===== src/rtl/operand_entry.sv =====
// Four-digit BCD operand entry: sliders auto-repeat digit increments, enter
// commits operand A then B, clear returns to the start from any phase.
module operand_entry_digit (
   input  logic       clk,
   input  logic       clear,
   input  logic       inc,
   output logic [3:0] digit
);
   always_ff @(posedge clk) begin
      if (clear)
         digit <= 4'd0;
      else if (inc)
         digit <= (digit == 4'd9) ? 4'd0 : digit + 4'd1;
   end
endmodule

module operand_entry #(
   parameter int SLIDER_OVERFLOW = 50_000_000
) (
   input  logic        clk,
   input  logic        reset,
   input  logic        sld_1,
   input  logic        sld_2,
   input  logic        sld_3,
   input  logic        sld_4,
   input  logic        btn_ent,
   input  logic        btn_clr,
   output logic [15:0] entry_bcd,
   output logic [13:0] operand_a,
   output logic [13:0] operand_b,
   output logic        operands_valid,
   output logic [1:0]  phase
);
   localparam int RW = $clog2(SLIDER_OVERFLOW);
   localparam logic [RW-1:0] RPT_MAX = RW'(SLIDER_OVERFLOW - 1);

   localparam logic [1:0] ENTER_A = 2'd0;
   localparam logic [1:0] ENTER_B = 2'd1;
   localparam logic [1:0] DONE    = 2'd2;

   logic [RW-1:0]   rpt;
   logic            ent_q, clr_q;
   logic            ent_edge, clr_edge;
   logic            editing, tick, dig_clear;
   logic [3:0]      sld;
   logic [3:0][3:0] dig;
   logic [13:0]     entry_val;

   assign sld       = {sld_4, sld_3, sld_2, sld_1};
   assign ent_edge  = btn_ent & ~ent_q;
   assign clr_edge  = btn_clr & ~clr_q;
   assign editing   = (phase == ENTER_A) || (phase == ENTER_B);
   assign tick      = editing && (|sld) && (rpt == RPT_MAX);
   // An enter edge latches the pre-increment digits and wipes them, so it
   // also swallows any increment landing in the same cycle.
   assign dig_clear = reset || clr_edge || (editing && ent_edge);
   assign entry_bcd = dig;

   assign entry_val = 14'(dig[3]) * 14'd1000 + 14'(dig[2]) * 14'd100
                    + 14'(dig[1]) * 14'd10   + 14'(dig[0]);

   for (genvar i = 0; i < 4; i++) begin : g_dig
      operand_entry_digit u_dig (
         .clk   (clk),
         .clear (dig_clear),
         .inc   (tick & sld[i]),
         .digit (dig[i])
      );
   end

   always_ff @(posedge clk) begin
      if (reset) begin
         phase          <= ENTER_A;
         operand_a      <= '0;
         operand_b      <= '0;
         operands_valid <= 1'b0;
         rpt            <= '0;
         ent_q          <= 1'b0;
         clr_q          <= 1'b0;
      end else begin
         ent_q          <= btn_ent;
         clr_q          <= btn_clr;
         operands_valid <= 1'b0;
         if (clr_edge) begin
            operand_a <= '0;
            operand_b <= '0;
            rpt       <= '0;
            phase     <= ENTER_A;
         end else begin
            case (phase)
               ENTER_A, ENTER_B: begin
                  if (ent_edge) begin
                     rpt <= '0;
                     if (phase == ENTER_A) begin
                        operand_a <= entry_val;
                        phase     <= ENTER_B;
                     end else begin
                        operand_b      <= entry_val;
                        operands_valid <= 1'b1;
                        phase          <= DONE;
                     end
                  end else if (!(|sld) || rpt == RPT_MAX)
                     rpt <= '0;
                  else
                     rpt <= rpt + RW'(1);
               end
               DONE:    rpt <= '0;
               default: begin
                  rpt   <= '0;
                  phase <= ENTER_A;
               end
            endcase
         end
      end
   end
endmodule


===== config.mk =====
export PLATFORM = sky130hd
export DESIGN_NAME = operand_entry
export DESIGN_NICKNAME = d
export VERILOG_FILES = /design/src/rtl/operand_entry.sv
export SDC_FILE = /design/constraint.sdc
export NUM_CORES = 1
export LEC_CHECK = 0
export ABC_AREA = 0
export CAP_MARGIN = 15
export CORE_MARGIN = 4
export CORE_UTILIZATION = 51
export DETAILED_ROUTE_END_ITERATION = 16
export GPL_ROUTABILITY_DRIVEN = 0
export PLACE_DENSITY = 0.87
export SYNTH_ARGS = -nofsm -noshare
export SYNTH_HDL_FRONTEND = slang
export SYNTH_HIERARCHICAL = 1
export SYNTH_SLANG_ARGS = --single-unit

===== constraint.sdc =====
create_clock -name clk -period 4.3 [get_ports clk]
set_input_delay 0.645 -clock clk [delete_from_list [all_inputs] [get_ports clk]]
set_output_delay 0.645 -clock clk [all_outputs]
set_load 0.01 [all_outputs]

==> results.yml <==
status:
  status: "complete, no violations"
die:
  io-pin-count: 55
  core_sq_um: 8810
  die_h_um: 103
  num_rows: 34
  die_w_um: 103
  start_util: 0.527
  die_area_sq_um: 10700
power_and_ir_drop:
  power_switching_share: 0.248
  p_seq_frac: 0.501
  p_sw_uw: 347
  combPwrFrac: 0.036
  p_int_uw: 1050
  pwr-share-clk: 0.463
  p_per_area_nw_per_um2: 241
  peakVddDrop_uv: 172
  p_leak_uw: 0.00236
sta:
  hold_viol: 0
  period_needed_ps: 4280
  worst_pin_slew_ps: 1060
  fmax_ghz: 0.233
  max_slew_margin: 0.288
  hold_ws_ps: 464
  final-max-slew-violation-count: 0
  finClkSkew_ps: 12.0
  setup_viol: 0
  fin_crit_sh: 0.996
synth:
  netlist_instances: 517
  synth_cell_type_count: 44
  synth_top_cell_by_area: "dfxtp_1"
  yosys.area.top_type_share: 0.324
  synth_edf_count: 0
  synth.ff_latch_count: 75
  synth_flop_cell: "dfxtp_1"
  async_reset_ff_frac: 0
  synth_nets: 595
  synth_area_sq_um: 4640
  synth.top_cells.by_area: "dfxtp_1 (32%), ha_1 (14%), fa_1 (7.3%), xnor2_1 (5.3%), nand2_1 (5.3%)"
  yosys_warnings: 6
  seq_area_frac_synth: 0.324
  yosysMostFrequentCell: "dfxtp_1"
  synth_top_cells_by_count: "dfxtp_1 (75), nand2_1 (65), ha_1 (53), inv_1 (45), nor2_1 (45)"
  avgSynthCellArea_sq_um: 8.97
clock_tree:
  ctsRootBufferMaster: "clkbuf_8"
  cts_buffers: 9
  h-tree-depth: 3
  holdBufCountCts: 0
  cts_tree: "built"
  clock_path_buffers: 2
  clkTransAtPathRegs_ps: 100
  insertion_delay_ps: 370
  clock-sinks: 75
critical_path:
  slowest_delay_ps: 540
  path_max_fanout: 6
  critPathLaunchType: "flip-flop"
  ff2ff_path_depth: 17
  reg2reg_from: "g_dig[3].u_dig/digit[1]"
  r2r-end: "operand_b[12]"
  crit_path_cell_trace: "fa_1 -> inv_2 -> fa_1 -> inv_1 -> ha_4 -> buf_4 -> a21oi_2 -> xnor2_1 -> ha_1 -> ha_4 -> ha_4 -> a21oi_4 -> o21a_1 -> o21ai_1 -> or3_4 -> nand3_2 -> a21oi_2"
  reg2reg_slack_ps: 20
  crit_arrival_ps: 4490
  crit_required_ps: 4510
  startpoint: "g_dig[3].u_dig/digit[1]"
  path_class: "flip-flop to flip-flop"
  cp-end-kind: "flip-flop"
  cp_common_cell: "ha_4"
  crit_slowest_cell: "fa_1"
global_routing:
  antenna_found_initial: 0
  grt-ovfl-total: 0
  grt_pass1_vias: 4115
  grt_max_degree: 28
  grt_usage: 0.222
  grt_pass1_wl_um: 18900
route:
  route.detailed.drc: 0
  drt_pass1_iterations: 5
  vias: 3994
  finalWirelength_um: 11800
  wire_per_inst_um: 16.8
  drt_iter0_drc: 237
  ant_nets: 0
  vias_per_cell: 5.71
place:
  port_buffers: 54
  post-dp-hpwl_um: 8060
  placed_area_sq_um: 5320
min_path:
  min-delay-start: "operand_b[0]"
  hp-class: "flip-flop to flip-flop"
  hold_depth: 2
  holdPathEnd: "operand_b[0]"
finish:
  postLayoutCellArea_sq_um: 5810
  syn2layout_area_growth_pct: 25.2
  drive_above_1_share: 0.140
  diodes: 0
  final.fill_count: 645
  finalNetCount: 664
flow_run:
  maxCapViolCount: 0
-- worst max-delay path, delay by kind of cell, from the launching register on --
kind,cells,cell delay [ps]
adders and majority gates,6,2140
xor gates and xnor gates,1,170
AOI/OAI and AO/OA,5,680
buffers and inverters,3,280
and+or+nand+nor,2,500
DFF,1,360
-- area by class of cell --
| class | count | area [sq um] | share of cell area |
|---|---|---|---|
| clock inverters | 7 | 105 | 0.0181 |
| well taps | 108 | 135 | 0.0233 |
| repair buffers | 70 | 661 | 0.114 |
| clock buffers | 9 | 124 | 0.0213 |
| flip-flops and latches | 75 | 1510 | 0.260 |
| multi-input cells | 385 | 3100 | 0.535 |
| inverters | 45 | 169 | 0.0291 |
-- placed cells by master, fill, tap and decap left out, types with 2 or more instances in the layout --
cell and instances:
fa_1 16, nor2b_1 7, nand3_1 20, ha_4 9, inv_6 3, nand2_1 65
xnor2_1 26, xor2_1 21, or2_2 2, xnor2_2 2, clkbuf_8 9, a31oi_1 2
a21oi_2 5, dfxtp_1 72, buf_4 16, and2_1 5, dfxtp_2 2, o21ai_0 3
a21oi_1 35, mux2_2 4, a211oi_1 2, bufinv_16 2, o32ai_2 4, a211o_1 5
nor3_1 4, or3_1 2, inv_1 44, nor2_1 45, nand4_1 5, and3_1 3
o21ai_1 5, ha_1 43, nand3_2 7, clkdlybuf4s50_1 54, nand2b_1 8, a311oi_2 2
a21o_1 8
-- power groups by stage --
stage | combinational, uW | sequential [uW] | clock [uW]
final | 50.1 | 700 | 646
after floorplan | 33.6 | 717 | 0
after global placement | 47.2 | 717 | 0
after detailed placement | 48.6 | 717 | 0
after CTS | 48.7 | 700 | 644
after global routing | 54.6 | 701 | 674
-- metrics by stage --
step                instances   util  total power, uW  worst slack, ps  TNS (ps)
floorplan                 517      -              751             59.5         0
global placement          675  0.604              764             94.5         0
detailed placement        675  0.604              766            -65.5      -215
CTS                       696  0.644             1390             36.4         0
global route              699  0.659             1430            -81.3      -250
finish                    699  0.659             1400             17.3         0
-- cells by family (layout without fill, tap and decap cells) --
| logic type | after synthesis | after routing | synth area share |
|---|---|---|---|
| xor gates and xnor gates | 49 | 49 | 0.0925 |
| AOI/OAI and AO/OA | 79 | 79 | 0.113 |
| muxes | 4 | 4 | 0.00971 |
| DFF | 75 | 75 | 0.324 |
| adders and majority gates | 70 | 70 | 0.216 |
| buffers and inverters | 57 | 131 | 0.0531 |
| and+or+nand+nor | 183 | 183 | 0.192 |
-- how the worst max path moves through the flow --
| stage | cells past startpoint | slack, ps | endpoint |
|---|---|---|---|
| floorplan | 16 | 60 | operand_b[13] |
| global placement | 16 | 90 | operand_b[12] |
| detailed placement | 17 | -70 | operand_b[12] |
| CTS | 16 | 40 | operand_a[13] |
| global route | 16 | -80 | operand_b[10] |
| finish | 17 | 20 | operand_b[12] |
-- sequential cells by signal, summed over array words and instances, names as in the netlist --
signal             cells
ent_q                  1
phase                  2
operand_a             14
operand_b             14
rpt                   26
g_dig.u_dig/digit     16
clr_q                  1
operands_valid         1
-- what timing repair did --
action                                  CTS  global route
pin swaps                                 3            20
setup buffers                             5             3
hold endpoints to repair                  0             0
gates resized for setup                  10            25
gates cloned                              0             0
endpoints found under the setup margin    6             8
-- metal layers --
metal  wire, um  GRT usage  vias up
li1           -          -     1878
met1       4820      0.265     1895
met2       5790      0.376      165
met3        685     0.0550       56
met4        463      0.102        0
met5          0          0        -
(Power assumes the default switching activity.)
